`src/rtl/hazard_scoreboard_if.sv`:
```
// rtl/hazard_scoreboard_if.sv - decoder-side bundle between the ID stage and the hazard scoreboard
interface hazard_scoreboard_if;
    logic        id_valid;
    logic        read_en1;
    logic        read_en2;
    logic [3:0]  read_addr1;
    logic [3:0]  read_addr2;
    logic        reg_write;
    logic [3:0]  reg_addr;
    logic        mem_read;
    logic        flush;
    logic        stall;
    logic [1:0]  fwd_sel1;
    logic [1:0]  fwd_sel2;
    logic [15:0] stall_cnt;

    // Decoder / ID stage side
    modport master (
        output id_valid, read_en1, read_en2, read_addr1, read_addr2,
        output reg_write, reg_addr, mem_read, flush,
        input  stall, fwd_sel1, fwd_sel2, stall_cnt
    );

    // Scoreboard side
    modport slave (
        input  id_valid, read_en1, read_en2, read_addr1, read_addr2,
        input  reg_write, reg_addr, mem_read, flush,
        output stall, fwd_sel1, fwd_sel2, stall_cnt
    );
endinterface

```
`src/rtl/hazard_scoreboard.sv`:
```
// rtl/hazard_scoreboard.sv - EX/MEM/WB write shadow driving ID stall and forwarding selects; FORWARD_EN enables bypassing
module hazard_scoreboard (
    input  logic                  clk,
    input  logic                  rst,
    hazard_scoreboard_if.slave    sb
);

    typedef struct packed {
        logic       valid;
        logic [3:0] addr;
        logic       load;
    } entry_t;

    entry_t      ex_q;
    entry_t      mem_q;
    entry_t      wb_q;
    entry_t      ex_d;
    logic        h1_ex, h1_mem, h1_wb;
    logic        h2_ex, h2_mem, h2_wb;
    logic        stall_raw;
    logic        stall_c;
    logic [1:0]  fwd1_c;
    logic [1:0]  fwd2_c;
    logic [15:0] stall_cnt_q;
    logic        unused_load;

    function automatic logic hit(input logic en, input logic vld,
                                 input logic [3:0] a, input entry_t e);
        return en & vld & e.valid & (e.addr == a);
    endfunction

`ifdef FORWARD_EN
    function automatic logic [1:0] pick(input logic h_ex, input logic h_mem, input logic h_wb);
        if (h_ex)       return 2'b01;
        else if (h_mem) return 2'b10;
        else if (h_wb)  return 2'b11;
        else            return 2'b00;
    endfunction
`endif

    // Source-vs-stage matches, stall decision and forwarding selects
    always_comb begin
        h1_ex  = hit(sb.read_en1, sb.id_valid, sb.read_addr1, ex_q);
        h1_mem = hit(sb.read_en1, sb.id_valid, sb.read_addr1, mem_q);
        h1_wb  = hit(sb.read_en1, sb.id_valid, sb.read_addr1, wb_q);
        h2_ex  = hit(sb.read_en2, sb.id_valid, sb.read_addr2, ex_q);
        h2_mem = hit(sb.read_en2, sb.id_valid, sb.read_addr2, mem_q);
        h2_wb  = hit(sb.read_en2, sb.id_valid, sb.read_addr2, wb_q);
`ifdef FORWARD_EN
        fwd1_c    = pick(h1_ex, h1_mem, h1_wb);
        fwd2_c    = pick(h2_ex, h2_mem, h2_wb);
        // Only a load still in EX cannot be bypassed: one bubble moves it to MEM
        stall_raw = (h1_ex | h2_ex) & ex_q.load;
`else
        fwd1_c    = 2'b00;
        fwd2_c    = 2'b00;
        // Without bypassing, wait until the producer has written the regfile
        stall_raw = h1_ex | h1_mem | h1_wb | h2_ex | h2_mem | h2_wb;
`endif
        stall_c = stall_raw & ~sb.flush;
        ex_d    = {sb.id_valid & sb.reg_write & ~stall_c & ~sb.flush, sb.reg_addr, sb.mem_read};
    end

    // Shift the pipeline shadow and count stall cycles
    always_ff @(posedge clk) begin
        if (rst) begin
            ex_q        <= '0;
            mem_q       <= '0;
            wb_q        <= '0;
            stall_cnt_q <= '0;
        end else begin
            ex_q  <= ex_d;
            mem_q <= ex_q;
            wb_q  <= mem_q;
            if (stall_c && stall_cnt_q != 16'hFFFF)
                stall_cnt_q <= stall_cnt_q + 16'd1;
        end
    end

    // Load flags of older stages are tracked for completeness but never consumed
    assign unused_load = ex_q.load ^ mem_q.load ^ wb_q.load;

    assign sb.stall     = stall_c;
    assign sb.fwd_sel1  = fwd1_c;
    assign sb.fwd_sel2  = fwd2_c;
    assign sb.stall_cnt = stall_cnt_q;

endmodule
```
`src/flat_wrapper.sv`:
```
// flat-port wrapper written by rule: the top's interface ports become plain ports
module hazard_scoreboard_flat 
  (clk, rst, sb_id_valid, sb_read_en1, sb_read_en2, sb_read_addr1, sb_read_addr2, sb_reg_write, sb_reg_addr, sb_mem_read, sb_flush, sb_stall, sb_fwd_sel1, sb_fwd_sel2, sb_stall_cnt);
  hazard_scoreboard_if sb_i ();
  input  logic clk;
  input  logic rst;
  input wire logic [$bits(sb_i.id_valid)-1:0] sb_id_valid;
  input wire logic [$bits(sb_i.read_en1)-1:0] sb_read_en1;
  input wire logic [$bits(sb_i.read_en2)-1:0] sb_read_en2;
  input wire logic [$bits(sb_i.read_addr1)-1:0] sb_read_addr1;
  input wire logic [$bits(sb_i.read_addr2)-1:0] sb_read_addr2;
  input wire logic [$bits(sb_i.reg_write)-1:0] sb_reg_write;
  input wire logic [$bits(sb_i.reg_addr)-1:0] sb_reg_addr;
  input wire logic [$bits(sb_i.mem_read)-1:0] sb_mem_read;
  input wire logic [$bits(sb_i.flush)-1:0] sb_flush;
  output wire logic [$bits(sb_i.stall)-1:0] sb_stall;
  output wire logic [$bits(sb_i.fwd_sel1)-1:0] sb_fwd_sel1;
  output wire logic [$bits(sb_i.fwd_sel2)-1:0] sb_fwd_sel2;
  output wire logic [$bits(sb_i.stall_cnt)-1:0] sb_stall_cnt;
  assign sb_i.id_valid = sb_id_valid;
  assign sb_i.read_en1 = sb_read_en1;
  assign sb_i.read_en2 = sb_read_en2;
  assign sb_i.read_addr1 = sb_read_addr1;
  assign sb_i.read_addr2 = sb_read_addr2;
  assign sb_i.reg_write = sb_reg_write;
  assign sb_i.reg_addr = sb_reg_addr;
  assign sb_i.mem_read = sb_mem_read;
  assign sb_i.flush = sb_flush;
  assign sb_stall = sb_i.stall;
  assign sb_fwd_sel1 = sb_i.fwd_sel1;
  assign sb_fwd_sel2 = sb_i.fwd_sel2;
  assign sb_stall_cnt = sb_i.stall_cnt;
  hazard_scoreboard u_core (.clk(clk), .rst(rst), .sb(sb_i));
endmodule
```
`config.mk`:
```
export PLATFORM = sky130hd
export DESIGN_NAME = hazard_scoreboard_flat
export DESIGN_NICKNAME = d
export VERILOG_FILES = /design/src/rtl/hazard_scoreboard_if.sv /design/src/rtl/hazard_scoreboard.sv /design/src/flat_wrapper.sv
export SDC_FILE = /design/constraint.sdc
export NUM_CORES = 1
export LEC_CHECK = 0
export BUFFER_PORTS_ARGS = -buffer_cell sky130_fd_sc_hd__buf_2
export CORE_UTILIZATION = 40
export CTS_BUF_LIST = sky130_fd_sc_hd__clkbuf_4 sky130_fd_sc_hd__clkbuf_8
export DETAILED_ROUTE_END_ITERATION = 16
export PLACE_DENSITY = 0.64
export SLEW_MARGIN = 15
export SYNTH_ARGS = -nofsm -noshare
export SYNTH_HDL_FRONTEND = slang
export SYNTH_SLANG_ARGS = --single-unit
export TNS_END_PERCENT = 50
```
`constraint.sdc`:
```
create_clock -name clk -period 3.2 [get_ports clk]
set_input_delay 0.32 -clock clk [delete_from_list [all_inputs] [get_ports clk]]
set_output_delay 0.32 -clock clk [all_outputs]
set_load 0.005 [all_outputs]
```
======== After elaboration in Yosys (flattened, before gate mapping) ========
Index checks and enable logic that the tools add are counted.
Widths: inputs -> output; s select.
word-level totals
  memories kept ........................... 0
  ROM bits ................................ 0
  input port bits ......................... 20
  output and inout bits ................... 21
  flip-flop bits (word level) ............. 31
  word-level logic and storage cells ...... 41
  latch bits .............................. 0
  bits in writable memories ............... 0
operators by class
  order comparisons ....................... 0
  multipliers ............................. 0
  div/mod/pow operators ................... 0
  equality and inequality tests ........... 7
  bitwise operators ....................... 25
  multiplexer cells ....................... 0
  reductions and logical operators ........ 1
  shifts and indexed selects .............. 0
  add/sub/neg operators ................... 1
operators by type and width
  operator               count
  $eq 4x4->1             6
  $and 1x1->1            18
  $add 16x1->16 const B  1
  $ne 16x16->1 const B   1
  $or 1x1->1             5
  $not 1->1              2
  $logic_and 1x1->1      1

======== Longest topological paths before layout ========
Gate-level depths: netlist of run 1.
  depth in word-level cells ............... 12
  depth in mapped cells ................... 8
  gate-level depth less buffers ........... 7

======== Least setup slack after synthesis of run 1 ========
Ideal clock, no wire load.
  path type ............................... register -> register
  start point ............................. register u_core.stall_cnt_q[2], in the netlist u_core.sb.stall_cnt[2]
  end point ............................... register u_core.stall_cnt_q[13], in the netlist u_core.sb.stall_cnt[13]
  cell stages (with the launch flop) ...... 8
  slack ................................... 1.215 ns
  data arrival time ....................... 1.915 ns
  setup time .............................. 0.071 ns
  period minus slack after synthesis ...... 1.985 ns
  required time ........................... 3.129 ns
  buffers on the path ..................... 0
  cell sequence ........................... dfxtp_1 -> and3_1 -> nand3_2 -> or2_1 -> a211o_1 -> or3_1 -> or3_1 -> a21oi_1
between the ends
  word-level cells in the longest chain between the ends .. 2
  elaborated cells on any way between the ends .. 3
  those cells by class .................... 1 x add/sub; 1 x eq/ne; 1 x reduce/logical
RTL lines
  element                                                                RTL line                 text
  from (decl)                                                            hazard_scoreboard.sv:24  logic [15:0] stall_cnt_q;
  from (signal assigned)                                                 hazard_scoreboard.sv:76  stall_cnt_q <= stall_cnt_q + 16'd1;
  parallel branches: the longest is 2 deep, another holds $add 16x1->16  --
Parallel ways; which one is timed is not known.
A chain may end at the register's enable or synchronous reset.

======== Worst setup path in the final report of run 1 ========
  start point ............................. register u_core.stall_cnt_q[0], in the netlist u_core.sb.stall_cnt[0]
  end point ............................... register u_core.stall_cnt_q[0], in the netlist u_core.sb.stall_cnt[0]
The elaborated chain is that of the path after synthesis.

==> results of run 1 <==
## registers in the layout, indices dropped and copies added, names as in the netlist
name	flops
u_core.wb_q	5
u_core.sb.stall_cnt	16
u_core.mem_q	5
u_core.ex_q	5
## final cells by class
class                   instances  area [µm²]
flip-flops and latches         31         621
multi-input cells             143         967
fillers                       378        1870
well taps                      48        60.1
clock buffers                   6        76.3
inverters                       3        11.3
repair buffers                 36         183
clock inverters                 2        12.5
## routing by layer
metal | wire [µm] | vias to the layer above | share of wire (%)
met5 | 0 | - | 0
met4 | 34 | 0 | 1.0
met3 | 167 | 4 | 5.0
met2 | 1500 | 28 | 45
met1 | 1660 | 621 | 49
li1 | - | 711 | -
## logic make-up (layout without fill, tap and decap cells)
kind of cell	count (synthesis)	count (layout)	synth area share, %
muxes	11	11	7.46
xor gates and xnor gates	24	24	12.8
adders and majority gates	1	1	0.761
AOI/OAI and AO/OA	13	13	5.18
and+or+nand+nor	90	90	31.4
DFF	31	31	37.8
other	1	4	0.228
buffers and inverters	15	47	4.42
## metrics by stage
stage,setup WS [ns],hold WS (ns),cells
after CTS,0.965,0.240,269
after global placement,0.977,0.478,261
after floorplan,1.21,0.448,189
after detailed placement,0.946,0.489,261
after global routing,0.743,0.244,269
final,0.949,0.245,269
## cell usage in the layout, fill, tap and decap left out, drive strengths merged, types with 3 or more instances in the layout
cell type	synthesis	layout
nor2b	22	22
inv	3	3
xor2	18	18
nor2	18	18
dfxtp	31	31
clkbuf	7	6
nand4	7	7
mux2	10	10
nor3	6	6
nand2	5	5
conb	1	4
nand3	7	7
a21oi	6	6
xnor2	6	6
buf	5	36
nor4	9	9
## worst max-delay path by stage
stage / slack (ns) / depth (start not counted) / startpoint / endpoint
floorplan: 1.21 / 7 / u_core.sb.stall_cnt[2]$_SDFFE_PP0P_ / u_core.sb.stall_cnt[13]$_SDFFE_PP0P_
global placement: 0.98 / 9 / sb_read_addr1[0] / u_core.sb.stall_cnt[5]$_SDFFE_PP0P_
detailed placement: 0.95 / 9 / sb_read_addr1[0] / u_core.sb.stall_cnt[5]$_SDFFE_PP0P_
CTS: 0.96 / 6 / u_core.sb.stall_cnt[0]$_SDFFE_PP0P_ / u_core.sb.stall_cnt[0]$_SDFFE_PP0P_
global route: 0.74 / 6 / u_core.sb.stall_cnt[0]$_SDFFE_PP0P_ / u_core.sb.stall_cnt[0]$_SDFFE_PP0P_
finish: 0.95 / 6 / u_core.sb.stall_cnt[0]$_SDFFE_PP0P_ / u_core.sb.stall_cnt[0]$_SDFFE_PP0P_
## power by group
part,switching (W),internal (W),leakage (nW)
clock network,0.000146,0.000160,0.0446
logic,0.0000335,0.0000273,0.498
registers,0.00000667,0.000393,0.252
total,0.000187,0.000580,0.795
==> impl_metrics.json, run 1 <==
{
  "n_antenna_cell": 0,
  "setup.worst_path.end_class": "flip-flop",
  "synth_area_mm2": 0.00164,
  "synth.distinct_cells": 35,
  "first_global_vias": 1214,
  "die-area_mm2": 0.00437,
  "timing.hold.worst_path_depth": 2,
  "use_met2_pct": 25.3,
  "core_region_area_mm2": 0.00380,
  "cellLeakagePower_nw": 0.795,
  "setup_violations": 0,
  "timing.clock.skew_ns": 0.00983,
  "cp_top_family": "simple AND/OR/NAND/NOR gates",
  "timing.critical_path.arrival_ns": 2.42,
  "critical_path.n_buffers_inverters": 0,
  "rows": 22,
  "die_x_um": 66.1,
  "ios": 41,
  "globalRoute.busiestLayer": "met2",
  "drv_slew": 0,
  "max-clock-path-buffers": 2,
  "grt_use_met3_pct": 5.00,
  "criticalPathCategory": "reg -> reg",
  "global_route.usage.total_pct": 16.8,
  "worst_r2r_path_depth": 6,
  "ys_async_sr_fraction_pct": 0,
  "finalHoldViolations": 0,
  "cts-hold-fix-buffers": 0,
  "numCtsBuffers": 5,
  "postRouteAntennaNets": 0,
  "setup.reg_to_reg.worst_slack_ns": 0.95,
  "post_synth_main_area_contributors": "sky130_fd_sc_hd__dfxtp_1, sky130_fd_sc_hd__xor2_1, sky130_fd_sc_hd__nor2b_1",
  "cts.reportedPaths.clkPinSlew_ns": 0.06,
  "avgSynthCellArea_um2": 8.83,
  "run_status": "completed",
  "post_cts_resize_count": 0,
  "critical_path_peak_fanout": 7,
  "power_density_mw_per_mm2": 397,
  "vias": 1364,
  "non_filler_cell_area_final_mm2": 0.00193,
  "grt_pass1_wl_um": 5550,
  "max-cap-violations": 0,
  "drt_first_iter_violations": 86,
  "place_congestion": 0.769,
  "die_y_um": 66.1,
  "layout-drive-gt1-share_pct": 26.2,
  "synth-seq-area-share_pct": 37.8,
  "post-cts-setup-buffer-count": 0,
  "timing.max_slew.rel_slack_pct": 47.7,
  "startpoint_type": "flip-flop",
  "post-route-drc-count": 0,
  "placement.cell_area_mm2": 0.00184,
  "report.power.total_w": 0.000767,
  "rsz0062_at_grt": "false",
  "synth.top_cells.by_count": "sky130_fd_sc_hd__dfxtp_1, sky130_fd_sc_hd__nor2b_1, sky130_fd_sc_hd__nor2_1, sky130_fd_sc_hd__xor2_1, sky130_fd_sc_hd__mux2_2",
  "number_of_enable_flip_flop_cells_after_synthesis": 0,
  "finalNetCount": 241,
  "root_buffer": "sky130_fd_sc_hd__clkbuf_8",
  "netlist.top_cell.by_area": "sky130_fd_sc_hd__dfxtp_1",
  "synth_largest_type_area_fraction_pct": 37.8,
  "initial_utilization_pct": 43.2,
  "finalCoreUtilization_pct": 50.8,
  "critPathSlowestCell": "sky130_fd_sc_hd__nor3_1",
  "grt_remaining_overflow": 0,
  "cts-htree-levels": 2,
  "synthesis.instances": 186,
  "insertion_delay_to_the_later_sink_of_the_worst_skew_pair_ns": 0.28,
  "cp_common_cell": "sky130_fd_sc_hd__nor3_1",
  "worst_hold_end": "u_core.ex_q[2]$_SDFF_PP0_",
  "detailed_placement_hpwl_um": 2380,
  "fin_setup_tns_ns": 0,
  "worst_path_largest_cell_delay_ns": 0.63,
  "cts_tree": "done",
  "yosysMostFrequentCell": "sky130_fd_sc_hd__dfxtp_1",
  "port_buffer_count": 35,
  "clk_sink_count": 31,
  "worstPathCellList": "ha_1, and3_1, nand3_1, nor3_1, nor3_1, mux2_2",
  "grt_start_max_net_pins": 43,
  "synth.yosys.warnings": 0,
  "ys_seq_elements": 31,
  "fmax_mhz": 444,
  "layout_overhead_on_the_synthesized_area_pct": 17.5,
  "worst_pin_slew_ns": 0.779,
  "r2r_end": "u_core.sb.stall_cnt[0]$_SDFFE_PP0P_",
  "class_of_the_tightest_hold_or_removal_check": "in -> reg",
  "min_period_ns": 2.25,
  "route.detailed.vias_per_inst": 5.07,
  "reg2reg_from": "u_core.sb.stall_cnt[0]$_SDFFE_PP0P_",
  "min_period_over_period_pct": 70.4,
  "grt_antenna_before_repair": 0,
  "route.detailed.wl_per_inst_um": 12.5,
  "irDropWorstVdd_mv": 0.244,
  "holdCritStartpoint": "sb_reg_addr[1]",
  "required_ns": 3.37,
  "met1_track_usage_gr_pct": 22.3,
  "route.final.wire_length_um": 3360,
  "first_pass_iters": 4,
  "ys_dominant_reg_cell": "sky130_fd_sc_hd__dfxtp_1"
}
(Power assumes the default switching activity.)
==> run 2, diff against run 1 <==
- clock period: 3.2 -> 2.3 ns (I/O delays scaled with it)
==> run 2 against run 1 <==
- final area rose by 6.4%
- critical endpoint is now u_core.sb.stall_cnt[13]$_SDFFE_PP0P_
- register-to-register slack got worse by 0.84 ns
- global-route usage rose by 0.86 points
- sequential power rose by 39%
- hold slack got worse by 0.089 ns
==> impl_metrics.json, run 2 (synthesized netlist as in run 1, its figures left out) <==
{
  "finalHoldViolations": 0,
  "finalNetCount": 246,
  "route.final.wire_length_um": 3450,
  "startpoint_type": "flip-flop",
  "die-area_mm2": 0.00437,
  "layout_commonest_cell": "sky130_fd_sc_hd__buf_2",
  "comb_power_share_pct": 7.0,
  "core_region_area_mm2": 0.00380,
  "criticalPathCategory": "reg -> reg",
  "ios": 41,
  "required_ns": 2.50,
  "setup_violations": 0,
  "fin_cells": 274,
  "layout-drive-gt1-share_pct": 30.1,
  "leading_cell_types_in_the_layout_fill_and_taps_excluded": "sky130_fd_sc_hd__buf_2, sky130_fd_sc_hd__dfxtp_1, sky130_fd_sc_hd__nor2b_1, sky130_fd_sc_hd__xor2_1, sky130_fd_sc_hd__nor2_1",
  "multi_input_area_mm2": 0.00100,
  "number_of_flip_flops_under_the_largest_register_name": 16,
  "power_density_mw_per_mm2": 631,
  "rsz0062_at_grt": "true",
  "max-cap-violations": 0,
  "layout_overhead_on_the_synthesized_area_pct": 25.0,
  "cellInternalPower_w": 0.00103,
  "initial_utilization_pct": 43.2,
  "clk_sink_count": 31,
  "critical_path.n_buffers_inverters": 0,
  "root_buffer": "sky130_fd_sc_hd__clkbuf_8",
  "grt_start_max_net_pins": 43,
  "setup.worst_path.end_class": "flip-flop",
  "die_y_um": 66.1,
  "max-clock-path-buffers": 2,
  "first_pass_iters": 4,
  "grt_remaining_overflow": 0,
  "power.share.switching_pct": 20.5,
  "min_period_ns": 2.19,
  "worst_pin_slew_ns": 0.710,
  "fin_setup_tns_ns": 0,
  "postRouteAntennaNets": 0,
  "cp_common_cell": "sky130_fd_sc_hd__or3_1",
  "timing.max_slew.rel_slack_pct": 52.7,
  "grt_pass1_wl_um": 5860,
  "insertion_delay_to_the_later_sink_of_the_worst_skew_pair_ns": 0.28,
  "power_frac_seq_pct": 42.8,
  "drt_first_iter_violations": 111,
  "detailed_placement_hpwl_um": 2420,
  "post-route-drc-count": 0,
  "cp_top_family": "simple AND/OR/NAND/NOR gates",
  "cts.reportedPaths.clkPinSlew_ns": 0.07,
  "critical_path_peak_fanout": 6,
  "placed_cells": 266,
  "place_congestion": 0.771,
  "drv_slew": 0,
  "critPathSlowestCell": "sky130_fd_sc_hd__dfxtp_1",
  "p_clk_share_pct": 50.2,
  "power.switching_w": 0.000265,
  "n_antenna_cell": 0,
  "first_global_vias": 1308,
  "rows": 22,
  "post-cts-setup-buffer-count": 0,
  "non_filler_cell_area_final_mm2": 0.00205,
  "regArea_um2": 621,
  "cellLeakagePower_nw": 0.857,
  "numCtsBuffers": 5,
  "report.power.total_w": 0.00130,
  "route.detailed.wl_per_inst_um": 12.6,
  "min_period_over_period_pct": 95.4,
  "fmax_mhz": 456,
  "global_route.usage.total_pct": 17.6,
  "timing.clock.skew_ns": 0.00795,
  "irDropWorstVdd_mv": 0.335,
  "die_x_um": 66.1,
  "worst_path_largest_cell_delay_ns": 0.40,
  "placement.cell_area_mm2": 0.00188,
  "timing.critical_path.arrival_ns": 2.40,
  "grt_antenna_before_repair": 0,
  "cts_tree": "done",
  "vias": 1384,
  "run_status": "completed",
  "port_buffer_count": 35,
  "finalCoreUtilization_pct": 54.1,
  "route.detailed.vias_per_inst": 5.05,
  "worstPathCellList": "and3_1, nand3_2, or2_1, a211o_1, or3_1, or3_1, a21oi_1",
  "n_fill_cell": 369,
  "class_of_the_tightest_hold_or_removal_check": "in -> reg",
  "cts-htree-levels": 2
}
-- run 2: cell types whose count changed in the layout (fill, tap and decap cells not counted), sizes merged --
cell / before / now
clkinvlp: 1 / 0
buf: 36 / 41
bufinv: 0 / 2
clkinv: 1 / 0
-- run 2: final cells by class --
class                   count  area share (%)
well taps                  48            2.93
flip-flops and latches     31            30.2
clock inverters             2            2.93
inverters                   3           0.548
clock buffers               6            3.72
repair buffers             41            10.7
multi-input cells         143            48.9
-- run 2: power groups by stage --
stage	combinational [W]	clock (W)	sequential, W
finish	0.0000904	0.000651	0.000555
global placement	0.0000871	0	0.000567
global route	0.000101	0.000690	0.000556
CTS	0.0000896	0.000665	0.000555
floorplan	0.0000574	0	0.000566
detailed placement	0.0000880	0	0.000567
-- run 2: worst paths after layout --
kind,start,end,slack (ns),cells after the start
setup / recovery,u_core.sb.stall_cnt[2]$_SDFFE_PP0P_,u_core.sb.stall_cnt[13]$_SDFFE_PP0P_,0.11,7
hold reg to reg,u_core.mem_q[5]$_SDFF_PP0_,u_core.wb_q[5]$_SDFF_PP0_,0.49,1
hold / removal,sb_reg_addr[2],u_core.ex_q[3]$_SDFF_PP0_,0.16,2
setup reg to reg,u_core.sb.stall_cnt[2]$_SDFFE_PP0P_,u_core.sb.stall_cnt[13]$_SDFFE_PP0P_,0.11,7
-- run 2: metal layers --
| layer | vias to the layer above | track usage [%] | wire length (µm) |
|---|---|---|---|
| li1 | 726 | - | - |
| met1 | 628 | 22.9 | 1700 |
| met2 | 26 | 27.6 | 1580 |
| met3 | 4 | 4.14 | 123 |
| met4 | 0 | 7.71 | 42 |
| met5 | - | 0 | 0 |
-- run 2: repair_timing --
| action | CTS | global route |
|---|---|---|
| resized for setup | 2 | 4 |
| hold buffers | 0 | 0 |
| setup endpoints to repair | 3 | 14 |
-- run 2: metrics by stage --
| step | hold WS [ns] | worst slack (ns) |
|---|---|---|
| after floorplan | 0.358 | 0.315 |
| final | 0.156 | 0.105 |
| after detailed placement | 0.442 | -0.00669 |
| after global routing | 0.151 | -0.0434 |
| after global placement | 0.439 | 0.000291 |
| after CTS | 0.149 | 0.0266 |
